`src/rtl/split_bytes_if.sv`:
```
// Stream bundle for split_bytes: wide-word input side, narrow-chunk output side, DONE pulse.
// Valid/ready rule on both sides: a beat transfers on a rising edge where the EN and RD_EN signals are both high.
interface split_bytes_if #(
  parameter int C_IN_BYTES  = 4,
  parameter int C_OUT_BYTES = 1
);
  localparam int C_IN_WIDTH    = 8 * C_IN_BYTES;
  localparam int C_OUT_WIDTH   = 8 * C_OUT_BYTES;
  localparam int C_BYTES_WIDTH = ($clog2(C_IN_BYTES + 1) < 1) ? 1 : $clog2(C_IN_BYTES + 1);

  logic                     INDATA_EN;
  logic [C_IN_WIDTH-1:0]    INDATA;
  logic                     INDATA_LAST;
  logic [C_BYTES_WIDTH-1:0] INDATA_BYTES;
  logic                     INDATA_RD_EN;
  logic                     OUTDATA_EN;
  logic [C_OUT_WIDTH-1:0]   OUTDATA;
  logic                     OUTDATA_LAST;
  logic                     OUTDATA_RD_EN;
  logic                     DONE;
  logic                     DBG_STATE;  // 0 = EMPTY, 1 = DRAIN

  modport slave (
    input  INDATA_EN, INDATA, INDATA_LAST, INDATA_BYTES, OUTDATA_RD_EN,
    output INDATA_RD_EN, OUTDATA_EN, OUTDATA, OUTDATA_LAST, DONE, DBG_STATE
  );

  modport master (
    output INDATA_EN, INDATA, INDATA_LAST, INDATA_BYTES, OUTDATA_RD_EN,
    input  INDATA_RD_EN, OUTDATA_EN, OUTDATA, OUTDATA_LAST, DONE, DBG_STATE
  );
endinterface

```
`src/rtl/split_bytes.sv`:
```
// Splits wide words into narrow chunks, least-significant chunk first, honouring a short final word.
// A new word can be captured on the same edge the last chunk of the previous one leaves (zero bubble).
module split_bytes #(
  parameter int C_IN_BYTES  = 4,
  parameter int C_OUT_BYTES = 1
) (
  input  logic          CLK,
  input  logic          RST,
  split_bytes_if.slave  bus
);
  localparam int C_IN_WIDTH    = 8 * C_IN_BYTES;
  localparam int C_OUT_WIDTH   = 8 * C_OUT_BYTES;
  localparam int C_RATIO       = C_IN_BYTES / C_OUT_BYTES;
  localparam int C_CNT_WIDTH   = ($clog2(C_RATIO + 1) < 1) ? 1 : $clog2(C_RATIO + 1);
  localparam int C_BYTES_WIDTH = ($clog2(C_IN_BYTES + 1) < 1) ? 1 : $clog2(C_IN_BYTES + 1);

  typedef enum logic {S_EMPTY = 1'b0, S_DRAIN = 1'b1} state_e;

  logic [C_IN_WIDTH-1:0]    data_q, data_d;
  logic [C_CNT_WIDTH-1:0]   remain_q, remain_d;
  logic                     last_q, last_d;
  logic                     done_q, done_d;

  state_e                   state;
  logic [C_BYTES_WIDTH-1:0] nbytes;
  logic [C_IN_WIDTH-1:0]    masked;
  logic [C_CNT_WIDTH-1:0]   cap_remain;
  logic                     in_rd_en;
  logic                     out_en;
  logic                     out_last;
  logic                     in_fire;
  logic                     out_fire;

  // Capture-side shaping: trim a short final word and work out how many chunks it yields.
  always_comb begin
    nbytes = C_BYTES_WIDTH'(C_IN_BYTES);
    if (bus.INDATA_LAST && (bus.INDATA_BYTES != '0) &&
        (bus.INDATA_BYTES < C_BYTES_WIDTH'(C_IN_BYTES)))
      nbytes = bus.INDATA_BYTES;
    masked = bus.INDATA;
    for (int b = 0; b < C_IN_BYTES; b++) begin
      if (C_BYTES_WIDTH'(b) >= nbytes) masked[b*8 +: 8] = 8'h00;
    end
    cap_remain = bus.INDATA_LAST
               ? C_CNT_WIDTH'((32'(nbytes) + C_OUT_BYTES - 1) / C_OUT_BYTES)
               : C_CNT_WIDTH'(C_RATIO);
  end

  always_comb begin
    state    = (remain_q != '0) ? S_DRAIN : S_EMPTY;
    out_en   = (state == S_DRAIN);
    out_last = last_q && (remain_q == C_CNT_WIDTH'(1));
    in_rd_en = (state == S_EMPTY) ||
               ((remain_q == C_CNT_WIDTH'(1)) && bus.OUTDATA_RD_EN);
    in_fire  = bus.INDATA_EN && in_rd_en;
    out_fire = out_en && bus.OUTDATA_RD_EN;

    data_d   = data_q;
    remain_d = remain_q;
    last_d   = last_q;
    done_d   = out_fire && out_last;

    // Capture wins over the shift when the last chunk leaves as a new word arrives.
    if (in_fire) begin
      data_d   = masked;
      remain_d = cap_remain;
      last_d   = bus.INDATA_LAST;
    end else if (out_fire) begin
      data_d   = data_q >> C_OUT_WIDTH;
      remain_d = remain_q - C_CNT_WIDTH'(1);
      if (remain_q == C_CNT_WIDTH'(1)) last_d = 1'b0;
    end
  end

  always_ff @(posedge CLK) begin
    if (RST) begin
      data_q   <= '0;
      remain_q <= '0;
      last_q   <= 1'b0;
      done_q   <= 1'b0;
    end else begin
      data_q   <= data_d;
      remain_q <= remain_d;
      last_q   <= last_d;
      done_q   <= done_d;
    end
  end

  assign bus.INDATA_RD_EN = in_rd_en;
  assign bus.OUTDATA_EN   = out_en;
  assign bus.OUTDATA      = data_q[C_OUT_WIDTH-1:0];
  assign bus.OUTDATA_LAST = out_last;
  assign bus.DONE         = done_q;
  assign bus.DBG_STATE    = state;
endmodule
```
`src/flat_wrapper.sv`:
```
// flat-port wrapper written by rule: the top's interface ports become plain ports
module split_bytes_flat 
#(
  parameter int C_IN_BYTES  = 4,
  parameter int C_OUT_BYTES = 1
)
  (CLK, RST, bus_INDATA_EN, bus_INDATA, bus_INDATA_LAST, bus_INDATA_BYTES, bus_OUTDATA_RD_EN, bus_INDATA_RD_EN, bus_OUTDATA_EN, bus_OUTDATA, bus_OUTDATA_LAST, bus_DONE, bus_DBG_STATE);
  split_bytes_if #(.C_IN_BYTES(C_IN_BYTES), .C_OUT_BYTES(C_OUT_BYTES)) bus_i ();
  input  logic CLK;
  input  logic RST;
  input wire logic [$bits(bus_i.INDATA_EN)-1:0] bus_INDATA_EN;
  input wire logic [$bits(bus_i.INDATA)-1:0] bus_INDATA;
  input wire logic [$bits(bus_i.INDATA_LAST)-1:0] bus_INDATA_LAST;
  input wire logic [$bits(bus_i.INDATA_BYTES)-1:0] bus_INDATA_BYTES;
  input wire logic [$bits(bus_i.OUTDATA_RD_EN)-1:0] bus_OUTDATA_RD_EN;
  output wire logic [$bits(bus_i.INDATA_RD_EN)-1:0] bus_INDATA_RD_EN;
  output wire logic [$bits(bus_i.OUTDATA_EN)-1:0] bus_OUTDATA_EN;
  output wire logic [$bits(bus_i.OUTDATA)-1:0] bus_OUTDATA;
  output wire logic [$bits(bus_i.OUTDATA_LAST)-1:0] bus_OUTDATA_LAST;
  output wire logic [$bits(bus_i.DONE)-1:0] bus_DONE;
  output wire logic [$bits(bus_i.DBG_STATE)-1:0] bus_DBG_STATE;
  assign bus_i.INDATA_EN = bus_INDATA_EN;
  assign bus_i.INDATA = bus_INDATA;
  assign bus_i.INDATA_LAST = bus_INDATA_LAST;
  assign bus_i.INDATA_BYTES = bus_INDATA_BYTES;
  assign bus_i.OUTDATA_RD_EN = bus_OUTDATA_RD_EN;
  assign bus_INDATA_RD_EN = bus_i.INDATA_RD_EN;
  assign bus_OUTDATA_EN = bus_i.OUTDATA_EN;
  assign bus_OUTDATA = bus_i.OUTDATA;
  assign bus_OUTDATA_LAST = bus_i.OUTDATA_LAST;
  assign bus_DONE = bus_i.DONE;
  assign bus_DBG_STATE = bus_i.DBG_STATE;
  split_bytes #(.C_IN_BYTES(C_IN_BYTES), .C_OUT_BYTES(C_OUT_BYTES)) u_core (.CLK(CLK), .RST(RST), .bus(bus_i));
endmodule
```
`config.mk`:
```
export PLATFORM = sky130hd
export DESIGN_NAME = split_bytes_flat
export DESIGN_NICKNAME = d
export VERILOG_FILES = /design/src/rtl/split_bytes_if.sv /design/src/rtl/split_bytes.sv /design/src/flat_wrapper.sv
export SDC_FILE = /design/constraint.sdc
export NUM_CORES = 1
export LEC_CHECK = 0
export ABC_AREA = 1
export CAP_MARGIN = 20
export CORE_AREA = 3 3 69 71
export DETAILED_ROUTE_END_ITERATION = 8
export DIE_AREA = 0 0 72 74
export PLACE_DENSITY = 0.84
export SLEW_MARGIN = 20
export SYNTH_ARGS = -nofsm -noshare
export SYNTH_HDL_FRONTEND = slang
export SYNTH_SLANG_ARGS = --single-unit
export TNS_END_PERCENT = 30
```
`constraint.sdc`:
```
create_clock -name CLK -period 2.9 [get_ports CLK]
set_input_delay 0.29 -clock CLK [delete_from_list [all_inputs] [get_ports CLK]]
set_output_delay 0.29 -clock CLK [all_outputs]
set_load 0.05 [all_outputs]
```
**Word level (Yosys, flattened, before mapping)**

Index checks and enable logic that the tools add are counted.

- Bitwise gates (word level): 1
- Mux-type cells: 14
- Magnitude comparators: 5
- Reductions and logical operators: 13
- Add/subtract/negate cells: 3
- Eq/ne operators: 1

Operators by type and width:

| operator | count |
|---|---|
| 2-to-1 mux 32 bit | 2 |
| 2-to-1 mux 8 bit | 4 |
| 2-to-1 mux 3 bit | 4 |
| logical AND 1 bit | 7 |
| greater-or-equal comparator 1 x 3 -> 1 bit, first input constant | 2 |
| greater-or-equal comparator 2 x 3 -> 1 bit, first input constant | 2 |
| nonzero test 3 bit | 2 |
| subtractor 3 x 1 -> 3 bit, second input constant | 2 |
| 2-to-1 mux 1 bit | 4 |
| nonzero test 2 bit | 2 |
| adder 3 x 1 -> 3 bit, second input constant | 1 |
| == test 3 x 1 -> 1 bit, second input constant | 1 |
| less-than comparator 3 bit, second input constant | 1 |
| AND reduction 2 bit | 1 |
| logical OR 1 bit | 1 |
| inverter 1 bit | 1 |

- Output and inout port bits: 13
- Register bits after elaboration: 37

**Logic depth before layout (Yosys ltp)**

Gate-level depths: netlist (run 1).

- Depth in word-level cells: 8
- Mapped depth: 10
- Depth with buffers taken out: 10

**Least setup slack after synthesis (run 1)**

OpenSTA, ideal clock, no wires.

- Path kind: reg2out
- Start: register u_core.remain_q[1]
- End: output port bus_OUTDATA_LAST
- Arrival: 1.299 ns
- Path slack: 1.311 ns
- Stages on the path, launching flop included: 5
- Buffers on the path: 0
- Required time: 2.610 ns
- Cell sequence: dfxtp_1 inv_1 ha_1 nand2_1 nor2_1

- Cells in the longest elaborated chain, start to end: 2

Ends and longest elaborated chain:

| element | line | RTL |
|---|---|---|
| start: declaration | split_bytes.sv:20 | `logic [C_CNT_WIDTH-1:0] remain_q, remain_d;` |
| start signal: assignment | split_bytes.sv:83 | `remain_q <= remain_d;` |
| == test 3 x 1 -> 1 bit | split_bytes.sv:52 | `out_last = last_q && (remain_q == C_CNT_WIDTH'(1));` |
| logical AND 1 bit | split_bytes.sv:52 |  |
| end: declaration | flat_wrapper.sv:19 | `output wire logic [$bits(bus_i.OUTDATA_LAST)-1:0] bus_OUTDATA_LAST;` |

Every way passes these cells.

**Worst setup path in the final report (run 1)**

- Start: register u_core.remain_q[0]
- End: output port bus_INDATA_RD_EN

- Cells in the longest elaborated chain, start to end: 4

Ends and longest elaborated chain:

| element | line | RTL |
|---|---|---|
| nonzero test 3 bit | split_bytes.sv:50 | `state = (remain_q != '0) ? S_DRAIN : S_EMPTY;` |
| 2-to-1 mux 1 bit | split_bytes.sv:50 |  |
| inverter 1 bit | split_bytes.sv:53 | `in_rd_en = (state == S_EMPTY) \|\|` |
| logical OR 1 bit * | split_bytes.sv:53 |  |
| end: declaration | flat_wrapper.sv:16 | `output wire logic [$bits(bus_i.INDATA_RD_EN)-1:0] bus_INDATA_RD_EN;` |

Mark *: on every way between the ends. The rest lies on a longest branch, timed or not.

==> out/qor.csv, run 1 <==
stage,metric,value,unit
sta,Relative slew margins,64.20,%
layout,Area growth syn-to-layout,19.49,%
pwr,Int Pwr,1.331,mW
cts,Setup Buffers After CTS,0,
sta,Final Max Tran Viols,0,
synth,Syn Nets,375,
placement,Port Buffers,52,
critical_path,CP cell instances,inv_1 -> ha_1 -> nand2_8 -> nand2_8 -> clkdlybuf4s50_1,
sta,final setup violating endpoints,0,
critical_path,"CP delay by family, top",buffers and inverters,
pwr,sequential power share,28.7,%
synth,syn_area_per_cell,6.844,µm²
cts,clk_lat worst skew,280,ps
grt,Congestion Overflow GR,0,
critical_path,slowest library cell on the worst path,clkdlybuf4s50_1,
min_path,hold_sp,u_core.last_q,
critical_path,path depth of the worst reg2reg path,9,
synth,Most used DFF post-synth,dfxtp_1,
cts,CTS root buf,clkbuf_8,
floorplan,io pins,53,
cts,clock sink count,37,
synth,"top cells by count, synth","76 x nand2_1, 51 x nor2_1, 38 x nand3_1",
layout,Finished Layout Cells,419,
critical_path,Startpoint Class,flip-flop,
min_path,Min-Delay Path Class,flip-flop to flip-flop,
pwr,Sw Ratio,48.43,%
synth,most common cell in the netlist,nand2_1,
floorplan,die area,5328,µm²
cts,"Hold-fix buffers, CTS",0,
sta,Clock Skews,4.221,ps
sta,Tcrit/Tclk final,85.94,%
critical_path,Critical Path RT,2610,ps
critical_path,CP most frequent cell,nand2_8,
grt,number of global-route vias before repair,1980,
pwr,static leakage,1.193,nW
pwr,P_sw,1.250,mW
critical_path,reg2reg end,u_core.data_q[7],
min_path,hold endpoint,u_core.last_q,
sta,min Tclk post-route,2492,ps
placement,placed cell areas,2635,µm²
route,drt wl/cell,11.54,µm
cts,CTS tree,yes,
synth,Synth Cell Area,2272,µm²
synth,"EDFF count, synth",0,
min_path,hold path depth,2,
pwr,VDD IR max,0.8733,mV
cts,cts repair resizes,0,
layout,nets,409,
critical_path,CP bufs+invs,2,
layout,diode count,0,
floorplan,Die X,72,µm
critical_path,endpoint type of the worst setup path,output port,
grt,gr usage total,19.53,%
sta,RSZ-0062 raised after global routing,false,
sta,TNS Setup,0,ps
grt,global-route wire length before repair,8.335,mm
synth,Cell variety after synth,26,
sta,Slew @ Worst Pin,533.7,ps
placement,placed insts,411,
placement,GPL Wtd Cong,0.8045,
floorplan,area of the core,4294,µm²
route,Via-to-Cell Ratio,4.974,
synth,register area share after synthesis,32.60,%
cts,clock tree buffer depth,2,
status,outcome,finished clean,
synth,fraction of registers with async set/reset,0,%
route,Post-DRT Antenna Nets,0,
synth,#FFs+latches synth,37,
critical_path,WP data arrival,2200,ps
pwr,Power per Cell Area,950.5,nW/µm²
synth,Mapped Cells,332,
critical_path,Worst path max stage delay,840,ps
pwr,share of total power in combinational logic,58.0,%
synth,YS warnings,0,
layout,fillers,397,
floorplan,Initial Util,52.91,%
cts,"CTS clk-pin slew, worst paths",70,ps
pwr,Power Total,2.581,mW
layout,post-route cell area,2715,µm²
grt,initial antenna violation count,0,
critical_path,stages on the worst setup path,5,
synth,Yosys top cell by area,dfxtp_1,
sta,WHS,473.0,ps
sta,fmax,0.4012,GHz
floorplan,Die Height,74,µm
synth,Synth top area share,32.60,%
sta,Fin. Hold Viols,0,
pwr,Clk network pwr share,13.3,%
route,DRC Markers,0,
flow_run,max cap viols,0,
cts,TritonCTS buffer count,5,
route,final WL,4.835,mm
route,via count,2084,
route,DR pass1 iterations,4,
placement,hpwl dp,3.291,mm
layout,share of post-route cells with drive strength above 1,7.629,%
critical_path,FF-to-FF Start,u_core.remain_q[0],
synth,synth top area cells,"dfxtp_1 33%, nand2_1 13%, nor2_1 8.4%",
critical_path,Crit Path Max Fanout,27,
cts,H-Tree Level Count,2,
route,1st-iter DRT viols,159,
critical_path,WS Path Type,flip-flop to output port,
critical_path,r2r setup slk,850,ps
grt,largest net degree at the start of global routing,56,
floorplan,row count,24,
==> state kept, by name (all words and copies together) (netlist names) <==
signal	flops
u_core.remain_q	3
u_core.last_q	1
u_core.bus.DONE	1
u_core.data_q	32
==> power groups by stage <==
stage	registers [mW]	clock network [mW]	logic, mW
after global placement	0.743	0	1.46
after detailed placement	0.751	0	1.49
after floorplan	0.734	0	1.38
final	0.740	0.342	1.50
after CTS	0.740	0.350	1.50
after global routing	0.758	0.361	1.68
==> placed cells by master (no fill, tap or decap) <==
master	Yosys	layout
nor2_2	7	7
clkbuf_8	0	5
nand4_1	16	16
buf_4	13	3
nand2_4	1	1
or2_2	1	1
inv_1	35	35
ha_1	3	3
clkdlybuf4s50_1	0	52
xor2_1	1	1
nor2_1	51	51
a21oi_1	15	15
nor4_1	1	1
dfxtp_1	37	37
nand3_1	38	38
clkinv_1	2	2
inv_4	1	1
nand3_4	1	1
nand2_2	3	3
nand3b_1	7	7
nand2_1	76	76
nand2_8	3	3
o21ai_0	2	2
clkbuf_1	1	3
a21oi_2	3	3
==> final cells by class <==
cell class	instances	area [µm²]	area share, %
inverters	38	145.1	5.346
clock buffers	8	80.08	2.949
flip-flops and latches	37	740.7	27.28
multi-input cells	229	1141	42.03
repair buffers	55	543.0	20.00
well taps	52	65.06	2.396
==> worst max path at each step <==
stage,from,endpoint,slack [ps]
floorplan,u_core.remain_q[1],bus_OUTDATA_LAST,1310
global placement,bus_OUTDATA_RD_EN,bus_INDATA_RD_EN,660
detailed placement,bus_OUTDATA_RD_EN,bus_INDATA_RD_EN,650
CTS,u_core.remain_q[0],bus_INDATA_RD_EN,410
global route,u_core.remain_q[0],bus_INDATA_RD_EN,340
finish,u_core.remain_q[0],bus_INDATA_RD_EN,410
==> metrics by stage <==
stage | setup WS, ps | util (%)
2_1_floorplan | 1311 | -
3_3_place_gp | 663.5 | 61.36
3_5_place_dp | 649.8 | 61.36
4_1_cts | 406.7 | 63.23
5_1_grt | 339.7 | 63.23
6_report | 407.6 | 63.23
==> cells by family (layout without fill, tap and decap cells) <==
kind of cell               Yosys count  after routing  share of synthesized area (%)
AOI/OAI and AO/OA                   20             20                          4.901
xor gates and xnor gates             1              1                         0.3855
adders and majority gates            3              3                          1.652
buffers and inverters               66            101                          17.18
DFF                                 37             37                          32.60
and+or+nand+nor                    205            205                          43.28
==> per-layer routing <==
| metal | vias to the layer above | global-route usage (%) | share of wire (%) |
|---|---|---|---|
| met5 | - | 0 | 0 |
| met4 | 0 | 8.351 | 1.7 |
| met3 | 10 | 4.730 | 8.5 |
| met2 | 81 | 33.57 | 45 |
| met1 | 884 | 23.41 | 45 |
| li1 | 1109 | - | - |
==> worst reg2reg max path: cells and delay by family (launching register included) <==
kind / cells / cell delay, ps
adders and majority gates: 1 / 280
buffers and inverters: 2 / 450
DFF: 1 / 340
and+or+nand+nor: 6 / 860
Note: power is estimated with default switching activity, not from simulation.
==> inputs of run 2 (changes only) <==
Settings changed: PLACE_DENSITY 0.84 to default, PLACE_DENSITY_LB_ADDON from default to 0.08.
==> out/qor.csv, run 2 (synthesis results as in run 1) <==
stage,metric,value,unit,change
status,outcome,finished clean,,unchanged
cts,H-Tree Level Count,2,,unchanged
sta,fmax,0.4091,GHz,was 0.4012 GHz
floorplan,Die Height,74,µm,unchanged
route,DR pass1 iterations,4,,unchanged
cts,TritonCTS buffer count,5,,unchanged
critical_path,Startpoint Class,flip-flop,,unchanged
layout,most frequent cells in the layout,"76 x nand2_1, 52 x clkdlybuf4s50_1, 51 x nor2_1",,unchanged
min_path,Min-Delay Path Class,flip-flop to flip-flop,,unchanged
placement,Port Buffers,52,,unchanged
critical_path,Crit Path Max Fanout,27,,unchanged
route,DRC Markers,0,,unchanged
layout,Finished Layout Cells,417,,was 419
cts,Setup Buffers After CTS,0,,unchanged
cts,clock tree buffer depth,2,,unchanged
critical_path,WP data arrival,2150,ps,was 2200 ps
layout,share of post-route cells with drive strength above 1,7.945,%,was 7.629%
grt,global-route wire length before repair,7.507,mm,was 8.335 mm
critical_path,Worst path max stage delay,840,ps,about the same
cts,"Hold-fix buffers, CTS",0,,unchanged
cts,clock sink count,37,,unchanged
sta,Slew @ Worst Pin,593.2,ps,was 533.7 ps
pwr,P_sw,1.233,mW,was 1.250 mW
layout,fillers,434,,was 397
floorplan,Die X,72,µm,unchanged
cts,CTS tree,yes,,unchanged
layout,max FFs per register,32,,unchanged
critical_path,slowest library cell on the worst path,clkdlybuf4s50_1,,unchanged
critical_path,endpoint type of the worst setup path,output port,,unchanged
placement,GPL Wtd Cong,0.7824,,was 0.8045
sta,Final Max Tran Viols,0,,unchanged
route,Post-DRT Antenna Nets,0,,unchanged
layout,Biggest register,u_core.data_q,,unchanged
grt,gr usage total,17.69,%,was 19.53%
layout,Area growth syn-to-layout,19.22,%,was 19.49%
placement,Post-Place Worst Slack,636.3,ps,was 649.8 ps
route,drt wl/cell,11.40,µm,was 11.54 µm
sta,final setup violating endpoints,0,,unchanged
critical_path,CP most frequent cell,nand2_8,,unchanged
grt,largest net degree at the start of global routing,56,,unchanged
layout,Seq. cell area,740.7,µm²,unchanged
pwr,VDD IR max,0.8752,mV,was 0.8733 mV
pwr,Int Pwr,1.317,mW,was 1.331 mW
route,final WL,4.755,mm,was 4.835 mm
sta,Fin. Hold Viols,0,,unchanged
layout,diode count,0,,unchanged
critical_path,WS Path Type,flip-flop to output port,,unchanged
cts,clk_lat worst skew,280,ps,about the same
route,1st-iter DRT viols,147,,was 159
placement,placed insts,411,,unchanged
sta,Tcrit/Tclk final,84.29,%,was 85.94%
sta,Relative slew margins,60.21,%,was 64.20%
pwr,share of total power in combinational logic,58.3,%,was 58.0%
floorplan,die area,5328,µm²,unchanged
sta,fin worst setup slack,455.6,ps,was 407.6 ps
placement,hpwl dp,3.154,mm,was 3.291 mm
layout,multi-input gate area in the final layout,1141,µm²,unchanged
pwr,static leakage,1.194,nW,was 1.193 nW
critical_path,CP cell instances,inv_1 -> ha_1 -> nand2_8 -> nand2_8 -> clkdlybuf4s50_1,,unchanged
sta,Clock Skews,8.230,ps,was 4.221 ps
cts,"CTS clk-pin slew, worst paths",70,ps,about the same
flow_run,max cap viols,0,,unchanged
sta,TNS Setup,0,ps,unchanged
pwr,Sw Ratio,48.35,%,was 48.43%
sta,WHS,471.0,ps,was 473.0 ps
pwr,Clk network pwr share,12.8,%,was 13.3%
floorplan,area of the core,4294,µm²,unchanged
pwr,Power per Cell Area,941.3,nW/µm²,was 950.5 nW/µm²
layout,nets,409,,unchanged
route,Via-to-Cell Ratio,4.871,,was 4.974
grt,Congestion Overflow GR,0,,unchanged
grt,initial antenna violation count,0,,unchanged
sta,RSZ-0062 raised after global routing,false,,unchanged
floorplan,Initial Util,52.91,%,unchanged
layout,"most common cell after layout, fill and taps aside",nand2_1,,unchanged
floorplan,row count,24,,unchanged
layout,registers with the most flip-flops,"u_core.data_q: 32 flops, u_core.remain_q: 3 flops",,unchanged
cts,CTS root buf,clkbuf_8,,unchanged
pwr,sequential power share,29.0,%,was 28.7%
route,via count,2031,,was 2084
cts,cts repair resizes,0,,unchanged
layout,post-route core utilization,63.08,%,was 63.23%
critical_path,Critical Path RT,2610,ps,about the same
floorplan,io pins,53,,unchanged
sta,min Tclk post-route,2444,ps,was 2492 ps
grt,number of global-route vias before repair,1661,,was 1980
==> run 2: area by class of cell <==
cell class / instances / area share [%]
clock inverter: 1 / 0.1848
timing repair buffer: 55 / 20.05
inverter: 38 / 5.358
tap: 52 / 2.402
sequential: 37 / 27.34
multi-input combinational: 229 / 42.12
clock buffer: 5 / 2.540
==> run 2: layer usage <==
layer,part of all wire [%],GRT usage [%],vias up
met5,0,0,-
met4,1.5,6.263,0
met1,46,23.11,864
met3,5.7,3.378,6
met2,47,29.39,57
li1,-,-,1104
==> run 2: final timing paths <==
check	startpoint	endpoint	slack [ps]	depth (start not counted)
worst max-delay path	u_core.remain_q[1]	bus_INDATA_RD_EN	460	5
worst min-delay path	u_core.last_q	u_core.last_q	470	2
worst max register to register	u_core.remain_q[1]	u_core.data_q[7]	910	9
worst min register to register	u_core.last_q	u_core.last_q	470	2
==> run 2: critical path, delay by kind of cell, from the launching register on <==
kind,cells,cell delay (ps)
fa+ha+maj,1,260
buf+inv,2,930
simple gates,2,350
flops,1,310
==> run 2: power by group through the flow <==
stage	logic [mW]	registers, mW	clock network [mW]
final	1.49	0.738	0.325
after global placement	1.49	0.743	0
after CTS	1.50	0.738	0.341
after floorplan	1.38	0.734	0
after detailed placement	1.49	0.750	0
after global routing	1.64	0.755	0.357
==> run 2: stage by stage <==
| stage | total power [mW] | cell area [µm²] |
|---|---|---|
| floorplan | 2.117 | 2272 |
| global route | 2.754 | 2709 |
| global placement | 2.231 | 2635 |
| detailed placement | 2.241 | 2635 |
| finish | 2.550 | 2709 |
| CTS | 2.580 | 2709 |
